`config.mk`:
```
export PLATFORM = sky130hd
export DESIGN_NAME = uart_baud_gen_flat
export DESIGN_NICKNAME = d
export VERILOG_FILES = /design/src/rtl/uart_pkg.sv /design/src/rtl/uart_baud_gen_if.sv /design/src/rtl/uart_frac_div.sv /design/src/rtl/uart_baud_gen.sv /design/src/flat_wrapper.sv
export SDC_FILE = /design/constraint.sdc
export NUM_CORES = 1
export LEC_CHECK = 0
export CORE_MARGIN = 2
export CORE_UTILIZATION = 60
export CTS_BUF_LIST = sky130_fd_sc_hd__clkbuf_16
export DETAILED_ROUTE_END_ITERATION = 10
export MAX_ROUTING_LAYER = met4
export PLACE_DENSITY = 0.79
export SLEW_MARGIN = 15
export SYNTH_ARGS = -nofsm -noshare
export SYNTH_HDL_FRONTEND = slang
export SYNTH_SLANG_ARGS = --single-unit
```
`constraint.sdc`:
```
create_clock -name clk -period 6.07 [get_ports clk]
set_clock_uncertainty 0.2 [all_clocks]
set_input_delay 0.9105 -clock clk [delete_from_list [all_inputs] [get_ports clk]]
set_output_delay 0.9105 -clock clk [all_outputs]
set_load 0.1 [all_outputs]
```
`src/rtl/uart_pkg.sv`:
```
// Shared constants and elaboration-time helpers for the UART baud tick generator.
// Latency: n/a (package only).
// Backpressure: n/a (package only).
package uart_pkg;

    // Smallest usable integer divisor; a programmed value below this is raised
    // to it so the counter always spends at least one cycle away from zero and
    // the tick strobes can never sit high continuously.
    localparam int MIN_DIV = 2;

    // Width of an oversample phase index.
    function automatic int phase_width(input int oversample);
        return (oversample > 1) ? $clog2(oversample) : 1;
    endfunction

    // Reset divisor in fixed point (integer part above frac_bits, fraction
    // below), rounded to nearest: (clock_rate << frac_bits) / (baud * oversample).
    function automatic longint default_div(input longint clock_rate,
                                           input longint baud_rate,
                                           input longint oversample,
                                           input int     frac_bits);
        longint num;
        longint den;
        num = clock_rate << frac_bits;
        den = baud_rate * oversample;
        return (num + den / 2) / den;
    endfunction

endpackage

```
`src/rtl/uart_baud_gen_if.sv`:
```
// Control/strobe bundle between the register block, the baud generator and the TX/RX engines.
// Latency: n/a (wiring only).
// Backpressure: none; strobes are single-cycle enables with no handshake.
//
// master: register side / engines (drives enable, cfg_*, rx_resync; consumes strobes)
// slave : uart_baud_gen (consumes configuration; drives tx_tick, rx_tick, rx_sample, rx_phase)
interface uart_baud_gen_if
    import uart_pkg::*;
#(
    parameter int DIV_WIDTH = 16,
    parameter int FRAC_BITS = 4,
    parameter int PHASE_W   = phase_width(16)
);
    logic                 enable;
    logic [DIV_WIDTH-1:0] cfg_div_int;
    logic [FRAC_BITS-1:0] cfg_div_frac;
    logic                 cfg_load;
    logic                 rx_resync;
    logic                 tx_tick;
    logic                 rx_tick;
    logic                 rx_sample;
    logic [PHASE_W-1:0]   rx_phase;

    modport master (
        output enable, cfg_div_int, cfg_div_frac, cfg_load, rx_resync,
        input  tx_tick, rx_tick, rx_sample, rx_phase
    );

    modport slave (
        input  enable, cfg_div_int, cfg_div_frac, cfg_load, rx_resync,
        output tx_tick, rx_tick, rx_sample, rx_phase
    );

endinterface

```
`src/rtl/uart_frac_div.sv`:
```
// Fractional clock-enable divider: one base_tick every div_int + div_frac/2^FRAC_BITS cycles on average.
// Latency: base_tick is combinational from the counter; first tick div_int-1 cycles after restart ends.
// Backpressure: none; run low or restart high holds/reloads the divider and suppresses the tick.
//
// Ports: clk, resetn (async, active low); run, restart (control);
//        div_int, div_frac (shadow divisor); base_tick (strobe out).
module uart_frac_div
    import uart_pkg::*;
#(
    parameter int                   DIV_WIDTH = 16,
    parameter int                   FRAC_BITS = 4,
    parameter logic [DIV_WIDTH-1:0] RST_CNT   = '0
) (
    input  logic                 clk,
    input  logic                 resetn,
    input  logic                 run,
    input  logic                 restart,
    input  logic [DIV_WIDTH-1:0] div_int,
    input  logic [FRAC_BITS-1:0] div_frac,
    output logic                 base_tick
);

    logic [DIV_WIDTH-1:0] cnt_q, cnt_d;
    logic [FRAC_BITS-1:0] acc_q, acc_d;
    logic [FRAC_BITS:0]   sum;
    logic [DIV_WIDTH-1:0] reload_base;

    // The divisor is read straight from the shadow register only when the
    // counter is (re)loaded, so a new value takes effect on a whole-period
    // boundary: the period in progress always completes at its old length.
    // While idle the counter reloads every cycle, which makes a new value
    // visible immediately.
    always_comb begin
        reload_base = (div_int < DIV_WIDTH'(MIN_DIV)) ? DIV_WIDTH'(MIN_DIV - 1)
                                                      : div_int - 1'b1;
        sum         = {1'b0, acc_q} + {1'b0, div_frac};
        base_tick   = 1'b0;
        cnt_d       = cnt_q;
        acc_d       = acc_q;
        if (!run || restart) begin
            cnt_d = reload_base;
            acc_d = '0;
        end else if (cnt_q == '0) begin
            // Accumulator overflow stretches the next period by one cycle.
            base_tick = 1'b1;
            cnt_d     = reload_base + DIV_WIDTH'(sum[FRAC_BITS]);
            acc_d     = sum[FRAC_BITS-1:0];
        end else begin
            cnt_d = cnt_q - 1'b1;
        end
    end

    always_ff @(posedge clk or negedge resetn) begin
        if (!resetn) begin
            cnt_q <= RST_CNT;
            acc_q <= '0;
        end else begin
            cnt_q <= cnt_d;
            acc_q <= acc_d;
        end
    end

endmodule

```
`src/rtl/uart_baud_gen.sv`:
```
// Baud clock-enable generator: TX bit tick plus RX oversample tick, phase index and mid-bit sample strobe.
// Latency: strobes registered; first rx_tick div_int cycles after enable rises, first tx_tick after RX_OVERSAMPLE periods.
// Backpressure: none; enable low or rx_resync restarts the dividers, strobes are never held.
//
// Ports: clk, resetn (async, active low);
//        bus (slave): enable, cfg_div_int, cfg_div_frac, cfg_load, rx_resync in;
//                     tx_tick, rx_tick, rx_sample, rx_phase out.
// Optional build macro UART_BAUD_LEGACY_CLK_EN adds op_tx_clk / op_rx_clk,
// square waves toggling on each tx_tick / rx_tick for clocked legacy engines.
module uart_baud_gen
    import uart_pkg::*;
#(
    parameter int CLOCK_RATE    = 25000000,
    parameter int BAUD_RATE     = 115200,
    parameter int RX_OVERSAMPLE = 16,
    parameter int DIV_WIDTH     = 16,
    parameter int FRAC_BITS     = 4
) (
    input  logic clk,
    input  logic resetn,
`ifdef UART_BAUD_LEGACY_CLK_EN
    output logic op_tx_clk,
    output logic op_rx_clk,
`endif
    uart_baud_gen_if.slave bus
);

    localparam int     PHASE_W = phase_width(RX_OVERSAMPLE);
    localparam longint DEF_DIV = default_div(longint'(CLOCK_RATE), longint'(BAUD_RATE),
                                             longint'(RX_OVERSAMPLE), FRAC_BITS);
    localparam logic [DIV_WIDTH-1:0] DEF_INT  = DIV_WIDTH'(DEF_DIV >> FRAC_BITS);
    localparam logic [FRAC_BITS-1:0] DEF_FRAC = FRAC_BITS'(DEF_DIV);
    localparam logic [DIV_WIDTH-1:0] DEF_RELOAD =
        (DEF_INT < DIV_WIDTH'(MIN_DIV)) ? DIV_WIDTH'(MIN_DIV - 1) : DEF_INT - 1'b1;
    localparam logic [PHASE_W-1:0] PH_LAST   = PHASE_W'(RX_OVERSAMPLE - 1);
    localparam logic [PHASE_W-1:0] PH_SAMPLE = PHASE_W'(RX_OVERSAMPLE / 2 - 1);

    logic [DIV_WIDTH-1:0] shadow_int_q, shadow_int_d;
    logic [FRAC_BITS-1:0] shadow_frac_q, shadow_frac_d;
    logic                 rx_tick_q, rx_tick_d;
    logic                 rx_sample_q, rx_sample_d;
    logic [PHASE_W-1:0]   rx_phase_q, rx_phase_d;
    logic                 tx_tick_q, tx_tick_d;
    logic [PHASE_W-1:0]   tx_phase_q, tx_phase_d;
    logic                 rx_base, tx_base;

    uart_frac_div #(
        .DIV_WIDTH (DIV_WIDTH),
        .FRAC_BITS (FRAC_BITS),
        .RST_CNT   (DEF_RELOAD)
    ) u_rx_div (
        .clk       (clk),
        .resetn    (resetn),
        .run       (bus.enable),
        .restart   (bus.rx_resync),
        .div_int   (shadow_int_q),
        .div_frac  (shadow_frac_q),
        .base_tick (rx_base)
    );

    uart_frac_div #(
        .DIV_WIDTH (DIV_WIDTH),
        .FRAC_BITS (FRAC_BITS),
        .RST_CNT   (DEF_RELOAD)
    ) u_tx_div (
        .clk       (clk),
        .resetn    (resetn),
        .run       (bus.enable),
        .restart   (1'b0),
        .div_int   (shadow_int_q),
        .div_frac  (shadow_frac_q),
        .base_tick (tx_base)
    );

    always_comb begin
        shadow_int_d  = shadow_int_q;
        shadow_frac_d = shadow_frac_q;
        rx_phase_d    = rx_phase_q;
        tx_phase_d    = tx_phase_q;
        // rx_base is already forced low by rx_resync inside the divider.
        rx_tick_d     = rx_base;
        // rx_phase_q already holds this tick's index: it advanced when the
        // previous rx_tick left the output register, at least a cycle ago.
        rx_sample_d   = rx_base && (rx_phase_q == PH_SAMPLE);
        tx_tick_d     = tx_base && (tx_phase_q == PH_LAST);

        if (bus.cfg_load) begin
            shadow_int_d  = bus.cfg_div_int;
            shadow_frac_d = bus.cfg_div_frac;
        end

        // The visible rx_phase names the tick currently on rx_tick, so it
        // advances as that tick leaves the register.
        if (!bus.enable || bus.rx_resync) begin
            rx_phase_d = '0;
        end else if (rx_tick_q) begin
            rx_phase_d = (rx_phase_q == PH_LAST) ? '0 : rx_phase_q + 1'b1;
        end

        if (!bus.enable) begin
            tx_phase_d = '0;
        end else if (tx_base) begin
            tx_phase_d = (tx_phase_q == PH_LAST) ? '0 : tx_phase_q + 1'b1;
        end
    end

    always_ff @(posedge clk or negedge resetn) begin
        if (!resetn) begin
            shadow_int_q  <= DEF_INT;
            shadow_frac_q <= DEF_FRAC;
            rx_tick_q     <= 1'b0;
            rx_sample_q   <= 1'b0;
            rx_phase_q    <= '0;
            tx_tick_q     <= 1'b0;
            tx_phase_q    <= '0;
        end else begin
            shadow_int_q  <= shadow_int_d;
            shadow_frac_q <= shadow_frac_d;
            rx_tick_q     <= rx_tick_d;
            rx_sample_q   <= rx_sample_d;
            rx_phase_q    <= rx_phase_d;
            tx_tick_q     <= tx_tick_d;
            tx_phase_q    <= tx_phase_d;
        end
    end

    assign bus.rx_tick   = rx_tick_q;
    assign bus.rx_sample = rx_sample_q;
    assign bus.rx_phase  = rx_phase_q;
    assign bus.tx_tick   = tx_tick_q;

`ifdef UART_BAUD_LEGACY_CLK_EN
    logic op_tx_clk_q, op_tx_clk_d;
    logic op_rx_clk_q, op_rx_clk_d;

    // Toggle once per tick: a 50% duty clock at half the tick rate, parked
    // low while the generator is idle.
    always_comb begin
        op_tx_clk_d = bus.enable ? (op_tx_clk_q ^ tx_tick_q) : 1'b0;
        op_rx_clk_d = bus.enable ? (op_rx_clk_q ^ rx_tick_q) : 1'b0;
    end

    always_ff @(posedge clk or negedge resetn) begin
        if (!resetn) begin
            op_tx_clk_q <= 1'b0;
            op_rx_clk_q <= 1'b0;
        end else begin
            op_tx_clk_q <= op_tx_clk_d;
            op_rx_clk_q <= op_rx_clk_d;
        end
    end

    assign op_tx_clk = op_tx_clk_q;
    assign op_rx_clk = op_rx_clk_q;
`endif

endmodule

```
`src/flat_wrapper.sv`:
```
// flat-port wrapper written by rule: the top's interface ports become plain ports
module uart_baud_gen_flat import uart_pkg::*;
#(
    parameter int CLOCK_RATE    = 25000000,
    parameter int BAUD_RATE     = 115200,
    parameter int RX_OVERSAMPLE = 16,
    parameter int DIV_WIDTH     = 16,
    parameter int FRAC_BITS     = 4
)
  (clk, resetn, bus_enable, bus_cfg_div_int, bus_cfg_div_frac, bus_cfg_load, bus_rx_resync, bus_tx_tick, bus_rx_tick, bus_rx_sample, bus_rx_phase);
  uart_baud_gen_if #(.DIV_WIDTH(DIV_WIDTH), .FRAC_BITS(FRAC_BITS), .PHASE_W(4)) bus_i ();
  input  logic clk;
  input  logic resetn;
  input wire logic [$bits(bus_i.enable)-1:0] bus_enable;
  input wire logic [$bits(bus_i.cfg_div_int)-1:0] bus_cfg_div_int;
  input wire logic [$bits(bus_i.cfg_div_frac)-1:0] bus_cfg_div_frac;
  input wire logic [$bits(bus_i.cfg_load)-1:0] bus_cfg_load;
  input wire logic [$bits(bus_i.rx_resync)-1:0] bus_rx_resync;
  output wire logic [$bits(bus_i.tx_tick)-1:0] bus_tx_tick;
  output wire logic [$bits(bus_i.rx_tick)-1:0] bus_rx_tick;
  output wire logic [$bits(bus_i.rx_sample)-1:0] bus_rx_sample;
  output wire logic [$bits(bus_i.rx_phase)-1:0] bus_rx_phase;
  assign bus_i.enable = bus_enable;
  assign bus_i.cfg_div_int = bus_cfg_div_int;
  assign bus_i.cfg_div_frac = bus_cfg_div_frac;
  assign bus_i.cfg_load = bus_cfg_load;
  assign bus_i.rx_resync = bus_rx_resync;
  assign bus_tx_tick = bus_i.tx_tick;
  assign bus_rx_tick = bus_i.rx_tick;
  assign bus_rx_sample = bus_i.rx_sample;
  assign bus_rx_phase = bus_i.rx_phase;
  uart_baud_gen #(.CLOCK_RATE(CLOCK_RATE), .BAUD_RATE(BAUD_RATE), .RX_OVERSAMPLE(RX_OVERSAMPLE), .DIV_WIDTH(DIV_WIDTH), .FRAC_BITS(FRAC_BITS)) u_core (.clk(clk), .resetn(resetn), .bus(bus_i));
endmodule
```
==> qor.csv <==
stage,metric,value,unit
grt,initial antenna violation count,0,
synthesis,synth unique cells,70,
grt,gr usage total,0.317,
synthesis,Netlist Area Pre-Place,0.00502,mm^2
hold_path,Min-Delay Startpoint,u_core.u_rx_div.acc_q[0]$_DFFE_PN0P_,
synthesis,syn_area_per_cell,8.97,um^2
timing,crit path time final,4.54,ns
hold_path,worst hold endpoint,u_core.u_rx_div.acc_q[0]$_DFFE_PN0P_,
detailed_routing,DRC,0,
finish,"commonest non-fill, non-tap cell in the layout",nand2_1,
critical_path,Critical R2R Capture,u_core.u_tx_div.cnt_q[15]$_DFF_PN0_,
finish,"Net count, final",624,
critical_path,R2R setup slack,1.53,ns
finish,antenna diode count,0,
timing,hold_ws,0.332,ns
clock_tree,Post-CTS Setup Repair Bufs,0,
synthesis,"Async S/R FF share, synth",1.00,
floorplanning,die area,0.00912,mm^2
grt,vias in the first global route,4363,
run_status,run status,"complete, no violations",
clock_tree,clock sinks,71,
finish,Fillers,670,
pwr,Leak Pwr,2.21,nW
finish,"Core Util, Final",0.679,
timing,Final Max Slew Viols,0,
clock_tree,CTS resizes,0,
floorplanning,Die H,95.5,um
floorplanning,Ports,32,
placement,area post-placement,0.00529,mm^2
synthesis,"top cells by area, synth","dfrtp_1, nand2_1, ha_1, dfstp_2, mux2_2",
placement,post-DP HPWL,9230,um
synthesis,synthesized flop and latch total,71,
timing,Worst Tran Pin Value,1.11,ns
clock_tree,CTS H-Tree Depth,3,
synthesis,Post-Synth Adder-Cell Area,0.0578,
detailed_routing,post-route antenna net violation count,0,
clock_tree,post-cts hold buffer count,0,
critical_path,Crit. End Element,flop,
clock_tree,CTS tree,yes,
finish,P&R area growth vs syn,10.4,%
synthesis,Synth Area in Compound Gates,0.189,
synthesis,mux contribution to synthesized area,0.0608,
timing,final-report hold violation count,0,
critical_path,WP data required,6.05,ns
synthesis,Synth Area in XOR/XNOR,0.0610,
critical_path,worst-case reg-to-reg path depth,11,
detailed_routing,routed wire length,13100,um
timing,Slew Limit Headroom,0.260,
detailed_routing,DR vias/cell,6.63,
clock_tree,clock-pin slew on the worst setup and hold paths,0.06,ns
finish,share of layout cells above drive strength 1,0.0997,
critical_path,Worst Path Max Fanout,9,
synthesis,combinational family with the most area after synthesis,simple AND/OR/NAND/NOR gates,
grt,first-pass GRT wire length,21400,um
timing,Max Fclk,220,MHz
floorplanning,Die W,95.5,um
clock_tree,TritonCTS Buffers,9,
pwr,P per Cell Area,238,mW/mm^2
finish,Non-Filler Instances,687,
hold_path,worst hold stages,2,
floorplanning,initial core utilization,0.615,
finish,final instance area,0.00555,mm^2
critical_path,"Arr. time, crit path",4.52,ns
finish,most frequent cells in the layout,"nand2_1, dfrtp_1, nor2_1",
grt,largest net degree at the start of global routing,72,
timing,Final setup viols,0,
floorplanning,row cnt,33,
critical_path,CP startpoint kind,flop,
synthesis,post-synthesis simple-gate area fraction,0.231,
synthesis,Cells after Synth,560,
placement,GPL Wtd Cong,0.913,
clock_tree,maximum buffer depth of the clock tree,2,
floorplanning,area of the core,0.00818,mm^2
detailed_routing,vias,4554,
critical_path,critical path class,flop to flop,
pwr,Worst VDD drop,0.000148,V
synthesis,top-area cell type share of the netlist area,0.309,
detailed_routing,per-cell routed wire length,19.1,um
synthesis,Synth warnings,0,
synthesis,"area leader, netlist",dfrtp_1,
clock_tree,CTS root buffer,clkbuf_16,
placement,port bufs,31,
synthesis,post-synthesis sequential area ratio,0.356,
synthesis,top_reg_cell synth,dfrtp_1,
hold_path,worst hold path class,flop to flop,
critical_path,RR Startpoint,u_core.shadow_int_q[5]$_DFFE_PN0P_,
clock_tree,worst skew pair latency,0.34,ns
timing,setup repair after global routing missed its margin,no,
placement,DP Cell Count,671,
synthesis,Syn Nets,607,
synthesis,Post-synth EDFFs,0,
detailed_routing,Iter 0 DRT Violations,464,
detailed_routing,router iterations before antenna repair,5,
grt,total grt overflow,0,
flow_run,max-cap violations,0,
timing,Fin Setup TNS,0,ns
timing,period utilization,0.748,
## metrics by stage
stage          power [mW]  setup WS, ns
2_1_floorplan       0.771          2.33
3_3_place_gp        0.836          1.83
3_5_place_dp        0.847          1.70
4_1_cts              1.32          1.68
5_1_grt              1.38          1.20
6_report             1.32          1.53
## report_power, final
part | switching [mW] | internal, mW | total [mW]
combinational | 0.149 | 0.112 | 0.260
clock | 0.200 | 0.269 | 0.469
sequential | 0.0611 | 0.527 | 0.588
total | 0.410 | 0.907 | 1.32
## flip-flops by register name, summed over array words and instances, names as in the netlist
name,flops
u_core.u_tx_div.cnt_q,16
u_core.u_rx_div.cnt_q,16
u_core.tx_phase_q,4
u_core.bus.tx_tick,1
u_core.u_rx_div.acc_q,4
u_core.bus.rx_sample,1
u_core.bus.rx_tick,1
u_core.shadow_frac_q,4
u_core.u_tx_div.acc_q,4
u_core.shadow_int_q,16
u_core.bus.rx_phase,4
## synthesized netlist by cell type (15+ instances only)
master and instances:
nor3_1 18, clkbuf_1 18, mux2_2 20, xor2_1 18, nor2_1 42, nand3_1 15, a21oi_1 39, o21ai_0 36
nand2_1 72, dfrtp_1 62, xnor2_1 17, ha_1 20
## worst max-delay path, stage by stage (launching register included)
cell      delay, ns
dfrtp_1        0.45
or4_1          0.73
nor3_1         0.43
nand2_1        0.29
nand2_1        0.24
ha_1           0.19
nor3b_1        0.38
o2111a_1       0.32
nor4b_2        0.45
nor4b_1        0.34
mux2i_1        0.22
o221ai_1       0.13
## layout make-up
cell class	count	area, um^2	area share
Timing Repair Buffer	33	320	0.0577
Tap cell	105	131	0.0237
Sequential cell	71	1790	0.322
Inverter	10	37.5	0.00677
Clock inverter	7	32.5	0.00586
Multi-Input combinational cell	452	3010	0.543
Clock buffer	9	225	0.0406
## worst max path at each step
stage / startpoint / to / slack [ns] / cells past startpoint
after floorplan: u_core.shadow_int_q[5]$_DFFE_PN0P_ / u_core.u_tx_div.cnt_q[15]$_DFF_PN0_ / 2.33 / 12
after global placement: u_core.shadow_int_q[5]$_DFFE_PN0P_ / u_core.u_tx_div.cnt_q[15]$_DFF_PN0_ / 1.83 / 11
after detailed placement: u_core.shadow_int_q[5]$_DFFE_PN0P_ / u_core.u_tx_div.cnt_q[15]$_DFF_PN0_ / 1.70 / 11
after CTS: u_core.shadow_int_q[5]$_DFFE_PN0P_ / u_core.u_tx_div.cnt_q[15]$_DFF_PN0_ / 1.68 / 11
after global routing: u_core.shadow_int_q[5]$_DFFE_PN0P_ / u_core.u_tx_div.cnt_q[15]$_DFF_PN0_ / 1.20 / 11
final: u_core.shadow_int_q[5]$_DFFE_PN0P_ / u_core.u_tx_div.cnt_q[15]$_DFF_PN0_ / 1.53 / 11
## metal layers
| layer | vias to the layer above | GRT usage | part of all wire |
|---|---|---|---|
| met1 | 2228 | 0.406 | 0.41 |
| met3 | 28 | 0.0593 | 0.077 |
| met2 | 204 | 0.501 | 0.49 |
| met4 | 0 | 0.125 | 0.021 |
| li1 | 2094 | - | - |
| met5 | - | - | 0 |
## kinds of logic (layout without fill, tap and decap cells)
| logic type | after synthesis | count (layout) |
|---|---|---|
| xor gates and xnor gates | 35 | 35 |
| and+or+nand+nor | 220 | 220 |
| DFF | 71 | 71 |
| buffers and inverters | 37 | 59 |
| adders and majority gates | 22 | 22 |
| AOI/OAI and AO/OA | 147 | 147 |
| muxes | 28 | 28 |
Note: power is estimated with default switching activity, not from simulation.
